--- src/rtl/cpu_sequencer_if.sv ---
// Control bundle between the multi-cycle sequencer and the processor datapath.
// master = sequencer side, slave = datapath/decode side.
interface cpu_sequencer_if;
    logic [2:0]  op_class_in;
    logic        branch_taken_in;
    logic        mem_ready_in;
    logic        pc_we_out;
    logic [1:0]  pc_src_out;
    logic        ir_we_out;
    logic        reg_we_out;
    logic        mem_re_out;
    logic        mem_we_out;
    logic [2:0]  state_out;
    logic        halted_out;
    logic [1:0]  fault_out;
    logic [31:0] cycle_count_out;
    logic [31:0] retired_count_out;

    modport master (
        input  op_class_in, branch_taken_in, mem_ready_in,
        output pc_we_out, pc_src_out, ir_we_out, reg_we_out, mem_re_out, mem_we_out,
               state_out, halted_out, fault_out, cycle_count_out, retired_count_out
    );

    modport slave (
        output op_class_in, branch_taken_in, mem_ready_in,
        input  pc_we_out, pc_src_out, ir_we_out, reg_we_out, mem_re_out, mem_we_out,
               state_out, halted_out, fault_out, cycle_count_out, retired_count_out
    );
endinterface

--- src/rtl/cpu_sequencer.sv ---
// Multi-cycle instruction sequencer: FETCH/LATCH/EXEC/MEM/WB with wait-state
// stalls, illegal-op and memory-timeout faults, and debug counters.
module cpu_sequencer #(
    parameter int unsigned TIMEOUT = 255
) (
    input  logic            clock,
    input  logic            reset,
    cpu_sequencer_if.master bus
);

    typedef enum logic [2:0] {
        ST_FETCH = 3'd0,
        ST_LATCH = 3'd1,
        ST_EXEC  = 3'd2,
        ST_MEM   = 3'd3,
        ST_WB    = 3'd4,
        ST_HALT  = 3'd5,
        ST_FAULT = 3'd6
    } state_t;

    localparam logic [2:0] CL_ALU    = 3'd0;
    localparam logic [2:0] CL_LOAD   = 3'd1;
    localparam logic [2:0] CL_STORE  = 3'd2;
    localparam logic [2:0] CL_BRANCH = 3'd3;
    localparam logic [2:0] CL_JUMP   = 3'd4;
    localparam logic [2:0] CL_HALT   = 3'd5;

    // Wait count seen during the last MEM cycle allowed before a timeout.
    localparam logic [7:0] WAIT_LAST = 8'(TIMEOUT - 32'd1);

    state_t      state_r, state_nxt_s;
    logic [2:0]  class_r;
    logic [7:0]  wait_r;
    logic [1:0]  fault_r, fault_nxt_s;
    logic [31:0] cycle_r, retired_r;
    logic        retire_s;
    logic        pc_we_s, ir_we_s, reg_we_s, mem_re_s, mem_we_s;
    logic [1:0]  pc_src_s;

    // Next-state, fault cause, retire event and strobe decode.
    always_comb begin
        state_nxt_s = state_r;
        fault_nxt_s = fault_r;
        retire_s    = 1'b0;
        pc_we_s     = 1'b0;
        pc_src_s    = 2'd0;
        ir_we_s     = 1'b0;
        reg_we_s    = 1'b0;
        mem_re_s    = 1'b0;
        mem_we_s    = 1'b0;
        case (state_r)
            ST_FETCH: state_nxt_s = ST_LATCH;
            ST_LATCH: begin
                ir_we_s     = 1'b1;
                state_nxt_s = ST_EXEC;
            end
            ST_EXEC: begin
                case (bus.op_class_in)
                    CL_ALU:           state_nxt_s = ST_WB;
                    CL_LOAD, CL_STORE: state_nxt_s = ST_MEM;
                    CL_BRANCH: begin
                        pc_we_s     = 1'b1;
                        pc_src_s    = bus.branch_taken_in ? 2'd1 : 2'd0;
                        retire_s    = 1'b1;
                        state_nxt_s = ST_FETCH;
                    end
                    CL_JUMP: begin
                        pc_we_s     = 1'b1;
                        pc_src_s    = 2'd2;
                        retire_s    = 1'b1;
                        state_nxt_s = ST_FETCH;
                    end
                    CL_HALT: begin
                        retire_s    = 1'b1;
                        state_nxt_s = ST_HALT;
                    end
                    default: begin
                        fault_nxt_s = 2'd1;
                        state_nxt_s = ST_FAULT;
                    end
                endcase
            end
            ST_MEM: begin
                mem_re_s = (class_r == CL_LOAD);
                mem_we_s = (class_r == CL_STORE);
                // Ready takes priority over an expiring wait budget.
                if (bus.mem_ready_in) begin
                    if (class_r == CL_LOAD) begin
                        state_nxt_s = ST_WB;
                    end else begin
                        pc_we_s     = 1'b1;
                        retire_s    = 1'b1;
                        state_nxt_s = ST_FETCH;
                    end
                end else if (wait_r == WAIT_LAST) begin
                    fault_nxt_s = 2'd2;
                    state_nxt_s = ST_FAULT;
                end else begin
                    state_nxt_s = ST_MEM;
                end
            end
            ST_WB: begin
                reg_we_s    = 1'b1;
                pc_we_s     = 1'b1;
                retire_s    = 1'b1;
                state_nxt_s = ST_FETCH;
            end
            ST_HALT:  state_nxt_s = ST_HALT;
            ST_FAULT: state_nxt_s = ST_FAULT;
            default:  state_nxt_s = ST_FAULT;
        endcase
    end

    // State, latched class, wait counter, fault cause and debug counters.
    always_ff @(posedge clock) begin
        if (reset) begin
            state_r   <= ST_FETCH;
            class_r   <= 3'd0;
            wait_r    <= 8'd0;
            fault_r   <= 2'd0;
            cycle_r   <= 32'd0;
            retired_r <= 32'd0;
        end else begin
            state_r <= state_nxt_s;
            fault_r <= fault_nxt_s;
            if (state_r == ST_EXEC) begin
                class_r <= bus.op_class_in;
                wait_r  <= 8'd0;
            end else if ((state_r == ST_MEM) && !bus.mem_ready_in) begin
                wait_r <= wait_r + 8'd1;
            end
            if ((state_r != ST_HALT) && (state_r != ST_FAULT)) begin
                cycle_r <= cycle_r + 32'd1;
            end
            if (retire_s) begin
                retired_r <= retired_r + 32'd1;
            end
        end
    end

    // Reset forces every output quiet at once, dropping any access in flight.
    assign bus.pc_we_out         = !reset && pc_we_s;
    assign bus.pc_src_out        = reset ? 2'd0 : pc_src_s;
    assign bus.ir_we_out         = !reset && ir_we_s;
    assign bus.reg_we_out        = !reset && reg_we_s;
    assign bus.mem_re_out        = !reset && mem_re_s;
    assign bus.mem_we_out        = !reset && mem_we_s;
    assign bus.state_out         = reset ? 3'd0 : state_r;
    assign bus.halted_out        = !reset && ((state_r == ST_HALT) || (state_r == ST_FAULT));
    assign bus.fault_out         = reset ? 2'd0 : fault_r;
    assign bus.cycle_count_out   = reset ? 32'd0 : cycle_r;
    assign bus.retired_count_out = reset ? 32'd0 : retired_r;

endmodule

--- src/flat_wrapper.sv ---
// flat-port wrapper written by rule: the top's interface ports become plain ports
module cpu_sequencer_flat 
#(
    parameter int unsigned TIMEOUT = 255
)
  (clock, reset, bus_op_class_in, bus_branch_taken_in, bus_mem_ready_in, bus_pc_we_out, bus_pc_src_out, bus_ir_we_out, bus_reg_we_out, bus_mem_re_out, bus_mem_we_out, bus_state_out, bus_halted_out, bus_fault_out, bus_cycle_count_out, bus_retired_count_out);
  cpu_sequencer_if bus_i ();
  input  logic clock;
  input  logic reset;
  input wire logic [$bits(bus_i.op_class_in)-1:0] bus_op_class_in;
  input wire logic [$bits(bus_i.branch_taken_in)-1:0] bus_branch_taken_in;
  input wire logic [$bits(bus_i.mem_ready_in)-1:0] bus_mem_ready_in;
  output wire logic [$bits(bus_i.pc_we_out)-1:0] bus_pc_we_out;
  output wire logic [$bits(bus_i.pc_src_out)-1:0] bus_pc_src_out;
  output wire logic [$bits(bus_i.ir_we_out)-1:0] bus_ir_we_out;
  output wire logic [$bits(bus_i.reg_we_out)-1:0] bus_reg_we_out;
  output wire logic [$bits(bus_i.mem_re_out)-1:0] bus_mem_re_out;
  output wire logic [$bits(bus_i.mem_we_out)-1:0] bus_mem_we_out;
  output wire logic [$bits(bus_i.state_out)-1:0] bus_state_out;
  output wire logic [$bits(bus_i.halted_out)-1:0] bus_halted_out;
  output wire logic [$bits(bus_i.fault_out)-1:0] bus_fault_out;
  output wire logic [$bits(bus_i.cycle_count_out)-1:0] bus_cycle_count_out;
  output wire logic [$bits(bus_i.retired_count_out)-1:0] bus_retired_count_out;
  assign bus_i.op_class_in = bus_op_class_in;
  assign bus_i.branch_taken_in = bus_branch_taken_in;
  assign bus_i.mem_ready_in = bus_mem_ready_in;
  assign bus_pc_we_out = bus_i.pc_we_out;
  assign bus_pc_src_out = bus_i.pc_src_out;
  assign bus_ir_we_out = bus_i.ir_we_out;
  assign bus_reg_we_out = bus_i.reg_we_out;
  assign bus_mem_re_out = bus_i.mem_re_out;
  assign bus_mem_we_out = bus_i.mem_we_out;
  assign bus_state_out = bus_i.state_out;
  assign bus_halted_out = bus_i.halted_out;
  assign bus_fault_out = bus_i.fault_out;
  assign bus_cycle_count_out = bus_i.cycle_count_out;
  assign bus_retired_count_out = bus_i.retired_count_out;
  cpu_sequencer #(.TIMEOUT(TIMEOUT)) u_core (.clock(clock), .reset(reset), .bus(bus_i));
endmodule
--- config.mk ---
export PLATFORM = sky130hd
export DESIGN_NAME = cpu_sequencer_flat
export DESIGN_NICKNAME = d
export VERILOG_FILES = /design/src/rtl/cpu_sequencer_if.sv /design/src/rtl/cpu_sequencer.sv /design/src/flat_wrapper.sv
export SDC_FILE = /design/constraint.sdc
export NUM_CORES = 1
export LEC_CHECK = 0
export ABC_AREA = 1
export CORE_MARGIN = 2
export CORE_UTILIZATION = 30
export CTS_CLUSTER_SIZE = 14
export DETAILED_ROUTE_END_ITERATION = 8
export GPL_TIMING_DRIVEN = 0
export MAX_ROUTING_LAYER = met4
export PLACE_DENSITY = 0.58
export SYNTH_ARGS = -nofsm -noshare
export SYNTH_HDL_FRONTEND = slang
export SYNTH_SLANG_ARGS = --single-unit
--- constraint.sdc ---
create_clock -name clock -period 2.05 [get_ports clock]
set_input_delay 0.41 -clock clock [delete_from_list [all_inputs] [get_ports clock]]
set_output_delay 0.41 -clock clock [all_outputs]
set_load 0.05 [all_outputs]
Yosys cells after proc, flatten, opt, wreduce, memory -nomap -nowiden --
Cells that the tools add are included. Widths: inputs -> output; s select.
Word-level totals: input port bits 7, register bits after elaboration 80, word-level logic and storage cells 75, output and inout bits 77
Operators by class: reductions and logical operators 20, multiplexer cells 27, equal/unequal tests 19, add/sub/neg operators 3
Operators by type and width (number):
- $add 32x1->32 const B | 2
- $mux 32 | 2
- $pmux 3 s6 | 1
- $eq 3x2->1 const B | 5
- $eq 3x3->1 const B | 5
- $mux 2 | 6
- $mux 3 | 4
- $pmux 3 s4 | 1
- $eq 3x1->1 const B | 3
- $mux 1 | 9
- $add 8x1->8 const B | 1
- $eq 8x8->1 const B | 1
- $logic_and 1x1->1 | 8
- $pmux 2 s2 | 2
- $logic_not 3->1 | 2
- $ne 3x3->1 const B | 2
- $pmux 1 s3 | 2
- $reduce_or 2->1 | 3
- $reduce_or 6->1 | 1
- $ne 2x2->1 const B | 2
- $reduce_and 4->1 | 1
- $reduce_or 3->1 | 1
- $logic_not 1->1 | 2
- $ne 2x1->1 const B | 1
- other kinds (2) | 2

Longest topological paths before layout --
Gate-level depths: netlist of the first run.
depth in word-level cells 5, mapped depth 10, depth with buffers taken out 10

Worst setup path before layout of the first run --
No wires, ideal clock.
path type in2out, start point input port reset, end point output port bus_pc_src_out[0], arrival time 1971 ps, buffers on the path 1, slack -331 ps, stages on the path 4, path through inv_1 clkbuf_1 nand2_1 nor3b_1
On the way: word-level cells in the longest chain between the ends 1
Ends and longest elaborated chain:
- start: declaration | line flat_wrapper.sv:9 | input logic reset;
- $mux 2 | line cpu_sequencer.sv:143 | assign bus.pc_src_out = reset ? 2'd0 : pc_src_s;
- end: declaration | line flat_wrapper.sv:14 | output wire logic [$bits(bus_i.pc_src_out)-1:0] bus_pc_src_out;
No other way between the ends.

Worst setup path after layout of the first run --
start point input port reset, end point output port bus_retired_count_out[0]
On the way: word-level cells in the longest chain between the ends 1
Ends and longest elaborated chain:
- $mux 32 | line cpu_sequencer.sv:152 | assign bus.retired_count_out = reset ? 32'd0 : retired_r;
- end: declaration | line flat_wrapper.sv:23 | output wire logic [$bits(bus_i.retired_count_out)-1:0] bus_retired_count_out;
No other way between the ends.

==> report_table.html, run 1 <==
<table>
<tr><th>Metric</th><th>Value</th></tr>
<tr><th colspan="2">Global routing</th></tr>
<tr><td>Initial antenna violation count</td><td>0</td></tr>
<tr><td>Maximum number of pins on one net before global-route repair</td><td>14</td></tr>
<tr><td>Number of global-route vias before repair</td><td>4750</td></tr>
<tr><td>Final global-route overflow total</td><td>0</td></tr>
<tr><td>First-pass GRT wire length</td><td>23.65 mm</td></tr>
<tr><td>Overall global routing resource usage</td><td>17.37%</td></tr>
<tr><th colspan="2">Synthesis</th></tr>
<tr><td>Area share of the largest cell type after synthesis</td><td>33.00%</td></tr>
<tr><td>Share of async-settable or async-resettable flops after synthesis</td><td>0%</td></tr>
<tr><td>Number of nets in the synthesized netlist</td><td>822</td></tr>
<tr><td>Average cell area after synthesis</td><td>5.984 um^2</td></tr>
<tr><td>Synthesized flop and latch total</td><td>80</td></tr>
<tr><td>EDFF count, synth</td><td>0</td></tr>
<tr><td>Adder and majority gate portion of the synthesized area</td><td>1.031%</td></tr>
<tr><td>Post-synthesis cell type count</td><td>33</td></tr>
<tr><td>Area fraction in and, or, nand and nor cells after synthesis</td><td>42.33%</td></tr>
<tr><td>Top post-synthesis cells by area</td><td>dfxtp_1 (33%), nor2_1 (15%), nand2_1 (13%)</td></tr>
<tr><td>Sequential area share after synthesis</td><td>33.00%</td></tr>
<tr><td>Synth area leader</td><td>dfxtp_1</td></tr>
<tr><td>Area fraction in compound gates after synthesis</td><td>9.332%</td></tr>
<tr><td>Mapped Cells</td><td>811</td></tr>
<tr><td>Warnings, synthesis</td><td>0</td></tr>
<tr><td>Post-synth top flop</td><td>dfxtp_1</td></tr>
<tr><td>Post-synthesis xor/xnor area fraction</td><td>2.320%</td></tr>
<tr><td>Area of the mapped netlist</td><td>4853 um^2</td></tr>
<tr><td>Combinational family with the most area after synthesis</td><td>simple AND/OR/NAND/NOR gates</td></tr>
<tr><td>Multiplexer fraction of the synthesized cell area</td><td>0%</td></tr>
<tr><th colspan="2">Floorplanning</th></tr>
<tr><td>Die height</td><td>131.2 um</td></tr>
<tr><td>Count of standard-cell rows</td><td>46</td></tr>
<tr><td>I/O Pins</td><td>84</td></tr>
<tr><td>Horiz. Die Dim</td><td>131.2 um</td></tr>
<tr><td>Core region area</td><td>15830 um^2</td></tr>
<tr><td>Starting density of the core</td><td>30.66%</td></tr>
<tr><td>Die ar.</td><td>17210 um^2</td></tr>
<tr><th colspan="2">Clock network</th></tr>
<tr><td>Reg clk slew, reported paths</td><td>0.06 ns</td></tr>
<tr><td>Max Root-Sink Buffers</td><td>2</td></tr>
<tr><td>Worst skew pair latency</td><td>0.35 ns</td></tr>
<tr><td>Post-CTS Hold Fix Bufs</td><td>0</td></tr>
<tr><td>Num CTS Buffers</td><td>9</td></tr>
<tr><td>Max H-tree Level</td><td>3</td></tr>
<tr><td>Number of clock sinks</td><td>80</td></tr>
<tr><td>TritonCTS clock tree</td><td>done</td></tr>
<tr><td>CTS root buffer</td><td>clkbuf_16</td></tr>
<tr><th colspan="2">Timing</th></tr>
<tr><td>Achievable clock frequency</td><td>0.4895 GHz</td></tr>
<tr><td>Setup repair after global routing missed its margin</td><td>no</td></tr>
<tr><td>Share of the clock period used by the worst path</td><td>99.66%</td></tr>
<tr><td>PnR worst setup slack</td><td>0.006910 ns</td></tr>
<tr><td>Total count of hold-check failures in the final report</td><td>0</td></tr>
<tr><td>Post-layout minimum cycle time</td><td>2.043 ns</td></tr>
<tr><td>Worst Max-Slew Pin Slew</td><td>0.6619 ns</td></tr>
<tr><td>Sum Neg Setup Slack</td><td>0 ns</td></tr>
<tr><td>Setup clock skew after layout</td><td>0.006512 ns</td></tr>
<tr><td>Count of pins over their slew limit</td><td>0</td></tr>
<tr><td>Slew Limit Headroom</td><td>55.88%</td></tr>
<tr><td>Number of setup violations in the final report</td><td>0</td></tr>
<tr><th colspan="2">Finish</th></tr>
<tr><td>Layout cells sized above 1</td><td>16.37%</td></tr>
<tr><td>Area growth from synthesis to final layout</td><td>25.42%</td></tr>
<tr><td>Antenna cells</td><td>0</td></tr>
<tr><td>Final-stage net count</td><td>917</td></tr>
<tr><td>Core utilization of the finished layout</td><td>38.46%</td></tr>
<tr><td>Fin area</td><td>6087 um^2</td></tr>
<tr><td>Non-Filler Instances</td><td>1126</td></tr>
<tr><td>FILL cells</td><td>1803</td></tr>
<tr><th colspan="2">Setup path</th></tr>
<tr><td>Crit path max fanout</td><td>10</td></tr>
<tr><td>Biggest cell delay along the critical path</td><td>0.27 ns</td></tr>
<tr><td>Required @ worst endpoint</td><td>1.64 ns</td></tr>
<tr><td>Element type at the critical path start</td><td>primary input</td></tr>
<tr><td>CP max stage cell</td><td>clkdlybuf4s15_1</td></tr>
<tr><td>Endpoint class of the critical path</td><td>output port</td></tr>
<tr><td>Kind of cell with the highest combined delay on the critical path</td><td>buffers and inverters</td></tr>
<tr><td>Buffering stage count on the worst path with inverters included</td><td>4</td></tr>
<tr><td>Reg2reg start</td><td>u_core.retired_r[0]$_SDFFE_PP0P_</td></tr>
<tr><td>CP Data Arrival Time</td><td>1.63 ns</td></tr>
<tr><td>Critical setup path kind</td><td>in2out</td></tr>
<tr><td>Worst setup path startpoint</td><td>reset</td></tr>
<tr><td>Crit-path cells</td><td>clkdlybuf4s15_1 &gt; clkbuf_8 &gt; clkbuf_4 &gt; nor2_1 &gt; buf_4</td></tr>
<tr><th colspan="2">Placement</th></tr>
<tr><td>Placed cell areas</td><td>5986 um^2</td></tr>
<tr><td>Number of port buffers</td><td>83</td></tr>
<tr><td>Last weighted congestion value of the routability-driven placer</td><td>0.9081</td></tr>
<tr><td>Cell count after placement</td><td>1110</td></tr>
<tr><td>Detailed placer's ending HPWL</td><td>11.00 mm</td></tr>
<tr><td>Post-Place Setup Slack</td><td>-1.605 ns</td></tr>
<tr><th colspan="2">Pwr</th></tr>
<tr><td>Leakage</td><td>2.538 nW</td></tr>
<tr><td>IR drop worst, VDD</td><td>0.4191 mV</td></tr>
<tr><td>Power per cell area</td><td>757.3 nW/um^2</td></tr>
<tr><th colspan="2">Drt</th></tr>
<tr><td>Routed length per placed instance</td><td>12.97 um</td></tr>
<tr><td>First-pass iteration count of the detailed router</td><td>5</td></tr>
<tr><td>Detailed Route Iter0 Violations</td><td>396</td></tr>
<tr><td>Total wire length</td><td>14.61 mm</td></tr>
<tr><td>Via count normalized by instance count</td><td>4.639</td></tr>
<tr><td>Post-route ant nets</td><td>0</td></tr>
<tr><td>DRC violation count after routing</td><td>0</td></tr>
<tr><td>Total via count after detailed routing</td><td>5224</td></tr>
<tr><th colspan="2">Hold path</th></tr>
<tr><td>HP Class</td><td>reg2reg</td></tr>
<tr><td>Hold path startpoint</td><td>u_core.wait_r[6]$_SDFFE_PP0P_</td></tr>
<tr><th colspan="2">Flow run</th></tr>
<tr><td>Number of max-cap violations</td><td>0</td></tr>
<tr><th colspan="2">Run status</th></tr>
<tr><td>Status</td><td>finished, final reports clean</td></tr>
</table>
-- worst min-delay path, stage by stage, from the launching register on --
cell and delay (ns):
dfxtp_1 0.33, nand2_1 0.07, a21oi_1 0.05
-- stage by stage --
step                power [W]  hold slack (ns)
finish               0.004610           0.4909
global route         0.004816           0.5181
CTS                  0.004646           0.4919
detailed placement   0.002830           0.4673
global placement     0.002826           0.4690
floorplan            0.002495           0.4473
-- synth_stat cells, drive strengths merged, types with 8 or more instances --
cell type / n
nand4: 24
dfxtp: 80
nand3: 61
inv: 125
buf: 8
nor3: 16
nor2: 199
xor2: 11
clkbuf: 14
nand2: 176
o21ai: 27
a21oi: 51
-- routing by layer --
| layer | wire length [um] | GRT usage (%) | up-vias |
|---|---|---|---|
| met5 | 0 | - | - |
| met4 | 150 | 4.287 | 0 |
| met3 | 608 | 3.627 | 9 |
| met2 | 6728 | 28.54 | 108 |
| met1 | 7119 | 21.89 | 2367 |
| li1 | - | - | 2740 |
-- cells by family (layout without fill, tap and decap cells) --
family / count (synthesis) / in the layout
AO/OA/AOI/OAI: 87 / 87
XOR/XNOR: 12 / 12
flip-flops: 80 / 80
AND/OR/NAND/NOR: 480 / 480
buffers and inverters: 148 / 247
adder cells (fa/ha/maj): 4 / 4
-- layout by cell type (no fill, tap or decap), types with 5 or more instances in the layout --
| cell type | Yosys | final |
|---|---|---|
| o21ai_1 | 4 | 5 |
| nand4_1 | 24 | 24 |
| clkbuf_4 | 0 | 12 |
| nor3_1 | 16 | 16 |
| inv_1 | 123 | 122 |
| o21ai_0 | 23 | 22 |
| nand2_1 | 173 | 173 |
| xor2_1 | 10 | 10 |
| clkbuf_8 | 0 | 5 |
| nor2_1 | 190 | 178 |
| a21oi_1 | 51 | 51 |
| dfxtp_1 | 80 | 77 |
| buf_6 | 3 | 6 |
| clkbuf_16 | 0 | 9 |
| buf_2 | 3 | 54 |
| nor2_2 | 5 | 17 |
| nand3_1 | 56 | 56 |
| buf_4 | 0 | 14 |
-- report_power, final --
group / switching, W / internal, W / leakage [nW]
combinational: 0.000773 / 0.000310 / 1.73
clock: 0.000674 / 0.00113 / 0.162
sequential: 0.0000834 / 0.00164 / 0.647
total: 0.00153 / 0.00308 / 2.54
-- registers in the layout (all words and copies together), names as in the netlist --
signal and count:
u_core.wait_r 8, u_core.state_r 3, u_core.retired_r 32, u_core.class_r 3
u_core.fault_r 2, u_core.cycle_r 32
-- cell type report --
class | count | area (um^2) | share of cell area, %
Buffer | 21 | 166.4 | 2.734
Clock buffer | 11 | 252.7 | 4.152
Clock inverter | 4 | 77.57 | 1.274
Inverter | 126 | 473.0 | 7.770
Multi-Input combinational cell | 583 | 2705 | 44.44
Sequential cell | 80 | 1605 | 26.37
Tap cell | 216 | 270.3 | 4.440
Timing Repair Buffer | 85 | 536.8 | 8.818
-- final timing paths --
kind                                       end  slack, ns  cells after the start
max                   bus_retired_count_out[0]      0.007                      5
min              u_core.wait_r[6]$_SDFFE_PP0P_       0.49                      2
max reg2reg  u_core.retired_r[14]$_SDFFE_PP0P_       0.20                      8
min reg2reg      u_core.wait_r[6]$_SDFFE_PP0P_       0.49                      2
-- what timing repair did --
| item | CTS | global route |
|---|---|---|
| pin swaps | 0 | 0 |
| cloned | 1 | 0 |
| gates resized for setup | 381 | 58 |
| setup endpoints to repair | 77 | 34 |
| setup buffers | 1 | 0 |
(Power assumes the default switching activity.)
==> run 2, diff against run 1 <==
CORE_UTILIZATION = 54   (was 30)
PLACE_DENSITY = 0.89   (was 0.58)
==> run 2 against run 1 <==
Net effect: count of clock-buffer cells in the layout grew 1; global-route usage rose by 11 points; largest power group is now registers; critical path type unchanged; clock skew rose by 0.0069 ns; register-to-register slack lost 0.05 ns.
==> report_table.html, run 2 (synthesis results as in run 1) <==
<table>
<tr><th>Metric</th><th>Value</th></tr>
<tr><th colspan="2">Run status</th></tr>
<tr><td>Status</td><td>finished, final reports clean (unchanged)</td></tr>
<tr><th colspan="2">Drt</th></tr>
<tr><td>Detailed Route Iter0 Violations</td><td>393 (was 396)</td></tr>
<tr><td>Routed length per placed instance</td><td>13.12 um (was 12.97 um)</td></tr>
<tr><td>Via count normalized by instance count</td><td>5.356 (was 4.639)</td></tr>
<tr><td>Total via count after detailed routing</td><td>5463 (was 5224)</td></tr>
<tr><td>Total wire length</td><td>13.38 mm (was 14.61 mm)</td></tr>
<tr><td>First-pass iteration count of the detailed router</td><td>5 (unchanged)</td></tr>
<tr><td>Post-route ant nets</td><td>0 (unchanged)</td></tr>
<tr><td>DRC violation count after routing</td><td>0 (unchanged)</td></tr>
<tr><th colspan="2">Flow run</th></tr>
<tr><td>Number of max-cap violations</td><td>0 (unchanged)</td></tr>
<tr><th colspan="2">Setup path</th></tr>
<tr><td>CP Data Arrival Time</td><td>1.60 ns (was 1.63 ns)</td></tr>
<tr><td>Element type at the critical path start</td><td>primary input (unchanged)</td></tr>
<tr><td>Crit-path cells</td><td>dlygate4sd2_1 &gt; clkbuf_4 &gt; clkbuf_4 &gt; nor2_1 &gt; buf_2 (was clkdlybuf4s15_1 &gt; clkbuf_8 &gt; clkbuf_4 &gt; nor2_1 &gt; buf_4)</td></tr>
<tr><td>Buffering stage count on the worst path with inverters included</td><td>4 (unchanged)</td></tr>
<tr><td>Critical setup path kind</td><td>in2out (unchanged)</td></tr>
<tr><td>Reg2reg path depth</td><td>9 (was 8)</td></tr>
<tr><td>Crit path max fanout</td><td>10 (unchanged)</td></tr>
<tr><td>Biggest cell delay along the critical path</td><td>0.30 ns (was 0.27 ns)</td></tr>
<tr><td>Reg2reg start</td><td>u_core.retired_r[1]$_SDFFE_PP0P_ (was u_core.retired_r[0]$_SDFFE_PP0P_)</td></tr>
<tr><td>Worst path most repeated cell</td><td>clkbuf_4</td></tr>
<tr><td>Worst setup slack for register-to-register paths</td><td>0.15 ns (was 0.20 ns)</td></tr>
<tr><td>CP max stage cell</td><td>dlygate4sd2_1 (was clkdlybuf4s15_1)</td></tr>
<tr><td>Kind of cell with the highest combined delay on the critical path</td><td>buffers and inverters (unchanged)</td></tr>
<tr><td>Reg-to-reg endpoint</td><td>u_core.retired_r[28]$_SDFFE_PP0P_ (was u_core.retired_r[14]$_SDFFE_PP0P_)</td></tr>
<tr><td>Endpoint class of the critical path</td><td>output port (unchanged)</td></tr>
<tr><td>Required @ worst endpoint</td><td>1.64 ns (about the same)</td></tr>
<tr><th colspan="2">Global routing</th></tr>
<tr><td>Number of global-route vias before repair</td><td>4893 (was 4750)</td></tr>
<tr><td>Final global-route overflow total</td><td>0 (unchanged)</td></tr>
<tr><td>First-pass GRT wire length</td><td>22.20 mm (was 23.65 mm)</td></tr>
<tr><td>Initial antenna violation count</td><td>0 (unchanged)</td></tr>
<tr><td>Overall global routing resource usage</td><td>28.22% (was 17.37%)</td></tr>
<tr><td>Maximum number of pins on one net before global-route repair</td><td>14 (unchanged)</td></tr>
<tr><th colspan="2">Pwr</th></tr>
<tr><td>IR drop worst, VDD</td><td>0.3735 mV (was 0.4191 mV)</td></tr>
<tr><td>Power per cell area</td><td>685.4 nW/um^2 (was 757.3 nW/um^2)</td></tr>
<tr><td>Internal power</td><td>0.002591 W (was 0.003079 W)</td></tr>
<tr><td>Register share of total power</td><td>42.7% (was 37.4%)</td></tr>
<tr><td>Total net switching power</td><td>0.001456 W (was 0.001531 W)</td></tr>
<tr><td>Switching share of power</td><td>35.98% (was 33.20%)</td></tr>
<tr><td>Leakage</td><td>2.475 nW (was 2.538 nW)</td></tr>
<tr><td>Relative contribution of the clock network to total power</td><td>30.4% (was 39.2%)</td></tr>
<tr><td>Design Power</td><td>0.004047 W (was 0.004610 W)</td></tr>
<tr><td>Power share of the combinational group</td><td>26.9% (was 23.5%)</td></tr>
<tr><th colspan="2">Floorplanning</th></tr>
<tr><td>I/O Pins</td><td>84 (unchanged)</td></tr>
<tr><td>Core region area</td><td>8721 um^2 (was 15830 um^2)</td></tr>
<tr><td>Horiz. Die Dim</td><td>98.81 um (was 131.2 um)</td></tr>
<tr><td>Die ar.</td><td>9762 um^2 (was 17210 um^2)</td></tr>
<tr><td>Starting density of the core</td><td>55.65% (was 30.66%)</td></tr>
<tr><td>Count of standard-cell rows</td><td>34 (was 46)</td></tr>
<tr><td>Die height</td><td>98.81 um (was 131.2 um)</td></tr>
<tr><th colspan="2">Hold path</th></tr>
<tr><td>HP Class</td><td>in2reg (was reg2reg)</td></tr>
<tr><td>Instance count along the most critical hold path</td><td>3 (was 2)</td></tr>
<tr><td>Hold path startpoint</td><td>bus_op_class_in[2] (was u_core.wait_r[6]$_SDFFE_PP0P_)</td></tr>
<tr><td>Endpoint of the worst hold path</td><td>u_core.class_r[2]$_SDFFE_PP0P_ (was u_core.wait_r[6]$_SDFFE_PP0P_)</td></tr>
<tr><th colspan="2">Clock network</th></tr>
<tr><td>Max Root-Sink Buffers</td><td>2 (unchanged)</td></tr>
<tr><td>Number of clock sinks</td><td>80 (unchanged)</td></tr>
<tr><td>TritonCTS clock tree</td><td>done (unchanged)</td></tr>
<tr><td>Worst skew pair latency</td><td>0.36 ns (was 0.35 ns)</td></tr>
<tr><td>CTS root buffer</td><td>clkbuf_8 (was clkbuf_16)</td></tr>
<tr><td>Reg clk slew, reported paths</td><td>0.07 ns (was 0.06 ns)</td></tr>
<tr><td>Max H-tree Level</td><td>3 (unchanged)</td></tr>
<tr><td>Num CTS Buffers</td><td>9 (unchanged)</td></tr>
<tr><td>Post-CTS Hold Fix Bufs</td><td>0 (unchanged)</td></tr>
<tr><th colspan="2">Timing</th></tr>
<tr><td>Setup clock skew after layout</td><td>0.01344 ns (was 0.006512 ns)</td></tr>
<tr><td>Sum Neg Setup Slack</td><td>0 ns (unchanged)</td></tr>
<tr><td>Worst Max-Slew Pin Slew</td><td>0.5869 ns (was 0.6619 ns)</td></tr>
<tr><td>Count of pins over their slew limit</td><td>0 (unchanged)</td></tr>
<tr><td>Share of the clock period used by the worst path</td><td>98.26% (was 99.66%)</td></tr>
<tr><td>Total count of hold-check failures in the final report</td><td>0 (unchanged)</td></tr>
<tr><td>Post-layout minimum cycle time</td><td>2.014 ns (was 2.043 ns)</td></tr>
<tr><td>Slew Limit Headroom</td><td>60.88% (was 55.88%)</td></tr>
<tr><td>Number of setup violations in the final report</td><td>0 (unchanged)</td></tr>
<tr><td>Setup repair after global routing missed its margin</td><td>no (unchanged)</td></tr>
<tr><td>Achievable clock frequency</td><td>0.4964 GHz (was 0.4895 GHz)</td></tr>
<tr><th colspan="2">Finish</th></tr>
<tr><td>Final-stage net count</td><td>918 (was 917)</td></tr>
<tr><td>Antenna cells</td><td>0 (unchanged)</td></tr>
<tr><td>Top library cells by usage in the layout, fill and taps aside</td><td>nor2_1 (179), nand2_1 (172), inv_1 (122), dfxtp_1 (77), nand3_1 (56) (was nor2_1 (178), nand2_1 (173), inv_1 (122), dfxtp_1 (77), nand3_1 (56))</td></tr>
<tr><td>Layout cells sized above 1</td><td>16.45% (was 16.37%)</td></tr>
<tr><td>Area growth from synthesis to final layout</td><td>21.68% (was 25.42%)</td></tr>
<tr><td>Most frequent standard cell in the layout excluding fill and tap cells</td><td>nor2_1 (unchanged)</td></tr>
<tr><td>Largest registers ranked by flip-flop count</td><td>u_core.cycle_r x32, u_core.retired_r x32, u_core.wait_r x8 (unchanged)</td></tr>
<tr><th colspan="2">Placement</th></tr>
<tr><td>Last weighted congestion value of the routability-driven placer</td><td>0.9427 (was 0.9081)</td></tr>
<tr><td>Number of port buffers</td><td>83 (unchanged)</td></tr>
<tr><td>Detailed placer's ending HPWL</td><td>9.721 mm (was 11.00 mm)</td></tr>
</table>
[run 2: cell types whose count changed in the layout (fill, tap and decap cells not counted), sizes merged]
cell,delta
clkdlybuf4s50,-1
clkdlybuf4s15,+10
bufinv,-1
dlymetal6s2s,+1
dlygate4sd2,+1
clkbuf,-6
clkinv,-1
clkinvlp,+2
buf,-3
[run 2: layer usage]
layer	part of all wire (%)	global-route usage, %	vias to the layer above
li1	-	-	2740
met4	1.5	7.165	0
met5	0	-	-
met3	7.6	5.035	27
met2	48	46.62	251
met1	43	35.86	2445
[run 2: final cells by class]
class / count / area, um^2
Buffer: 21 / 163.9
Clock buffer: 12 / 155.1
Clock inverter: 4 / 51.30
Fill cell: 782 / 2815
Inverter: 126 / 476.7
Multi-Input combinational cell: 583 / 2713
Sequential cell: 80 / 1608
Tap cell: 108 / 135.1
Timing Repair Buffer: 86 / 603.1
[run 2: how the worst max path moves through the flow]
stage                                             from                   endpoint  slack (ns)  depth (start not counted)
after global routing                             reset  bus_retired_count_out[12]      0.0002                          5
after detailed placement                         reset           bus_fault_out[0]       -1.42                          6
after CTS                 u_core.state_r[0]$_SDFF_PP0_             bus_halted_out        0.01                          6
final                                            reset   bus_retired_count_out[1]        0.04                          5
after global placement                           reset           bus_fault_out[0]       -1.43                          6
after floorplan                                  reset             bus_mem_re_out       -0.25                          3
[run 2: power groups by stage]
| stage | logic (W) | clock network (W) | registers [W] |
|---|---|---|---|
| 3_5_place_dp | 0.00105 | 0 | 0.00175 |
| 3_3_place_gp | 0.00103 | 0 | 0.00175 |
| 4_1_cts | 0.00105 | 0.00124 | 0.00172 |
| 2_1_floorplan | 0.000762 | 0 | 0.00173 |
| 5_1_grt | 0.00118 | 0.00130 | 0.00174 |
| 6_report | 0.00109 | 0.00123 | 0.00173 |
[run 2: metrics by stage]
stage               area (um^2)  setup WS (ns)  cells  hold slack, ns  utilization, %
global route               5906      0.0001691   1020          0.5158           67.72
finish                     5906        0.03566   1020          0.4799           67.72
CTS                        5888        0.01223   1020          0.4892           67.52
global placement           5851         -1.432   1002          0.4645           67.09
detailed placement         5851         -1.422   1002          0.4768           67.09
floorplan                  4885        -0.2516    811          0.4473               -
[run 2: tightest hold or removal path: cells and delay by family]
| kind | cells | cell delay, ns |
|---|---|---|
| AO/OA/AOI/OAI | 1 | 0.09 |
| buffers and inverters | 2 | 0.27 |
[run 2: what timing repair did]
item / 4_1_cts / 5_1_grt
resized for setup: 406 / 8
endpoints found under the setup margin: 77 / 6
buffers inserted: 2 / 0
gates cloned: 1 / 0
==> edit 1: new RTL, config.mk and constraints of run 1 <==
`TIMEOUT` is set to 255 in 2 places; all go to 127.
--- a/src/rtl/cpu_sequencer.sv
+++ b/src/rtl/cpu_sequencer.sv
@@ -3,3 +3,3 @@
 module cpu_sequencer #(
-    parameter int unsigned TIMEOUT = 255
+    parameter int unsigned TIMEOUT = 127
 ) (
--- a/src/flat_wrapper.sv
+++ b/src/flat_wrapper.sv
@@ -3,3 +3,3 @@
 #(
-    parameter int unsigned TIMEOUT = 255
+    parameter int unsigned TIMEOUT = 127
 )
Check against the original RTL: no difference found for any inputs over 10 cycles, from zero or initial values and one cycle with reset high; that may be too few to reach the edited logic, so the function may still have changed.
==> edit 1 against run 1 <==
Sequential share of layout area is 0.11 points lower; count of clock-buffer cells in the layout is 1 lower; clock power increased by 10%; worst setup slack better by 0.051 ns; sequential cell count unchanged; synthesized area is 0.36% lower; via count increased by 1.2%; routed wire length about the same; power is 1.6% higher; fmax up 2.6%; design area is 0.58% higher.
==> edit 1: results <==
[status]
status = "completed"

[placed_design]
dp_cells = 1122
place.gp.congestion = 0.8965
dpl.hpwl_microns = 11010
place_area_sq_mm = 0.005942
pre_cts_ws_ns = -1.522

[setup_path]
r2r_start = "u_core.cycle_r[0]$_SDFFE_PP0P_"
endpoint = "bus_retired_count_out[15]"
r2r-end = "u_core.cycle_r[26]$_SDFFE_PP0P_"
crit_arrival_ns = 1.58
cp_slowest_cell = "clkdlybuf4s18_2"

[synth]
avgSynthCellArea_sq_um = 5.876
seq_area_frac_synth = 0.3312
synth_area_leaders = "dfxtp_1, nor2_1, nand2_1, inv_1, nand3_1"
ys_types = 29
synth_fp_nets = 834
yosys-top-cells-count = "nor2_1, nand2_1, inv_1"

[layout]
nFillCells = 1778
num_antenna_cells = 0
clkbuf_count = 10
non_clock_inverter_count = 134
clockNetworkAreaShare = 0.06029
drive_gt1_frac = 0.1512
multi_input_cells = 587
multi_input_area_share = 0.4331
nets = 932
non_clock_buffer_count = 109
seqCellArea_sq_mm = 0.001608

[min_path]
hp-start = "bus_op_class_in[0]"
min_path_cells = 3
min_path_type = "in -> reg"
worst_hold_path.endpoint = "u_core.class_r[0]$_SDFFE_PP0P_"

[routing]
drtIter0Drc = 408
wl_per_cell_microns = 12.79
vias_per_cell = 4.628
via_count = 5285

[pwr]
finalPower_uw = 4685
p_leak_uw = 0.002614
power_density_mw_per_mm2 = 765.3
powerClk_uw = 2000
peakVddDrop_uv = 516.2
netSwitchingPower_uw = 1420

[floorplanning]
die_w_microns = 131.0

[global_route]
grt.total_usage = 0.1806
grt_pass1_wl_microns = 23460
grt_pass1_vias = 4732

[timing]
relSlewSlack = 0.5953
holdWs_ns = 0.4059
fin_skew_ns = 0.005305
fin_ws_ns = 0.05820
==> edit 1: changes by cell type in the layout (fill, tap and decap cells not counted), moves of 3 or more <==
cell,delta
nor2_1,+16
nor2_2,-10
buf_2,+9
inv_1,+8
xor2_1,-3
clkdlybuf4s15_2,+3
nor3_1,+4
clkbuf_4,-5
o21ai_0,+5
==> edit 1: routing by layer <==
metal	up-vias	GRT usage	wire (microns)
met4	0	0.05945	225
met5	-	-	0
met2	104	0.2710	6415
met1	2399	0.2520	7433
met3	16	0.02199	530
li1	2766	-	-
==> edit 1: kinds of logic after synthesis <==
group | after synthesis | share of synthesized area
and+or+nand+nor | 486 | 0.4215
buffers and inverters | 156 | 0.1273
AOI/OAI and AO/OA | 89 | 0.09522
DFF | 80 | 0.3312
xor gates and xnor gates | 8 | 0.01449
adders and majority gates | 4 | 0.01035
==> edit 1: timing repair <==
item | in CTS | in global routing
setup endpoints to repair | 77 | 40
gates resized for setup | 363 | 68
buffers inserted | 3 | 2
pin swaps | 0 | 3
==> edit 2: new RTL, settings of run 1 <==
Without the edit above. Register the output `bus.retired_count_out`; this adds one clock of latency there.
--- a/src/rtl/cpu_sequencer.sv
+++ b/src/rtl/cpu_sequencer.sv
@@ -151,3 +151,5 @@
     assign bus.cycle_count_out   = reset ? 32'd0 : cycle_r;
-    assign bus.retired_count_out = reset ? 32'd0 : retired_r;
+    always_ff @(posedge clock) begin
+        bus.retired_count_out <= reset ? 32'd0 : retired_r;
+    end
 
Check against the original RTL: not equivalent (Yosys sat finds a counterexample within 4 cycles, from zero or initial values and one cycle with reset high).
==> edit 2 against run 1 <==
Design area rose by 15%; synthesized cell count is 7.9% higher; non-clock buffer count grew 4; power is 18% higher; synthesized area up 15%; sequential cell count is 32 higher; global-route usage shrank 1.2 points; critical path type unchanged; clock skew is 0.0053 ns higher; worst setup slack better by 0.057 ns; routed wire length up 2.6%; sequential power is 35% higher; sequential share of layout area rose by 5.7 points.
==> edit 2: results <==
[global_route]
grt_max_degree = 20
grt_use_met3 = 0.03248
grt.total_usage = 0.1613
grtUsageMet1 = 0.2141

[clocking]
clk_latency_ns = 0.37

[layout]
non_clock_buffer_count = 110
multi_input_area_sq_mm = 0.002783
clkbuf_count = 9
nFillCells = 1966
largestRegisters = "u_core.bus.retired_count_out (32), u_core.cycle_r (32), u_core.retired_r (32)"

[setup_path]
r2r-end = "u_core.cycle_r[16]$_SDFFE_PP0P_"
r2r_start = "u_core.cycle_r[0]$_SDFFE_PP0P_"
cp_slowest_cell = "clkdlybuf4s50_1"
ff2ff_setup_slack_ns = 0.22
cp_max_fo = 3

[status]
status = "completed"

[routing]
routed_wl_microns = 14990
wl_met2_microns = 6665
wl_per_cell_microns = 12.41
drtIter0Drc = 325
wl_met3_microns = 655

[min_path]
hp-start = "u_core.wait_r[4]$_SDFFE_PP0P_"

[placed_design]
dpl.hpwl_microns = 11510

[synth]
ys_types = 35
seq_area_frac_synth = 0.4030
[edit 2: how the worst max path moves through the flow]
stage	start	to	slack [ns]	depth (start not counted)
floorplan	reset	bus_mem_re_out	-0.05	2
global placement	reset	bus_ir_we_out	-1.30	5
detailed placement	reset	bus_ir_we_out	-1.24	5
CTS	u_core.state_r[0]$_SDFF_PP0_	bus_pc_we_out	0.004	8
global route	bus_op_class_in[0]	bus_pc_we_out	-0.01	8
finish	bus_op_class_in[0]	bus_pc_we_out	0.06	8
[edit 2: logic make-up after synthesis]
family / after synthesis / share of synthesized area
flops: 112 / 0.4030
xor+xnor: 2 / 0.003149
fa+ha+maj: 4 / 0.008995
compound gates: 86 / 0.07983
buf+inv: 150 / 0.1059
simple gates: 521 / 0.3991
[edit 2: power by group through the flow]
stage	registers [uW]	clock network, uW	logic (uW)
global route	2340	2100	1220
floorplan	2370	0	719
global placement	2370	0	1040
finish	2330	1980	1110
CTS	2330	2020	1060
detailed placement	2370	0	1030
[edit 2: critical path, delay by kind of cell]
family	cells	cell delay (ns)
AO/OA/AOI/OAI	2	0.21
buffers and inverters	4	0.79
AND/OR/NAND/NOR	2	0.18
[edit 2: per-stage QoR]
step	TNS (ns)	area [sq um]	hold slack [ns]	worst slack, ns
detailed placement	-49.69	6686	0.4403	-1.241
global placement	-51.49	6686	0.4324	-1.305
finish	0	7004	0.4518	0.06364
floorplan	-0.1007	5569	0.4207	-0.05035
CTS	0	6929	0.4551	0.003609
global route	-0.01441	7004	0.4848	-0.01441
[edit 2: what timing repair did]
| action | 4_1_cts | 5_1_grt |
|---|---|---|
| pin swaps | 1 | 3 |
| resized for setup | 263 | 19 |
| setup endpoints to repair | 45 | 10 |
| gates cloned | 0 | 0 |
| buffers inserted | 1 | 4 |
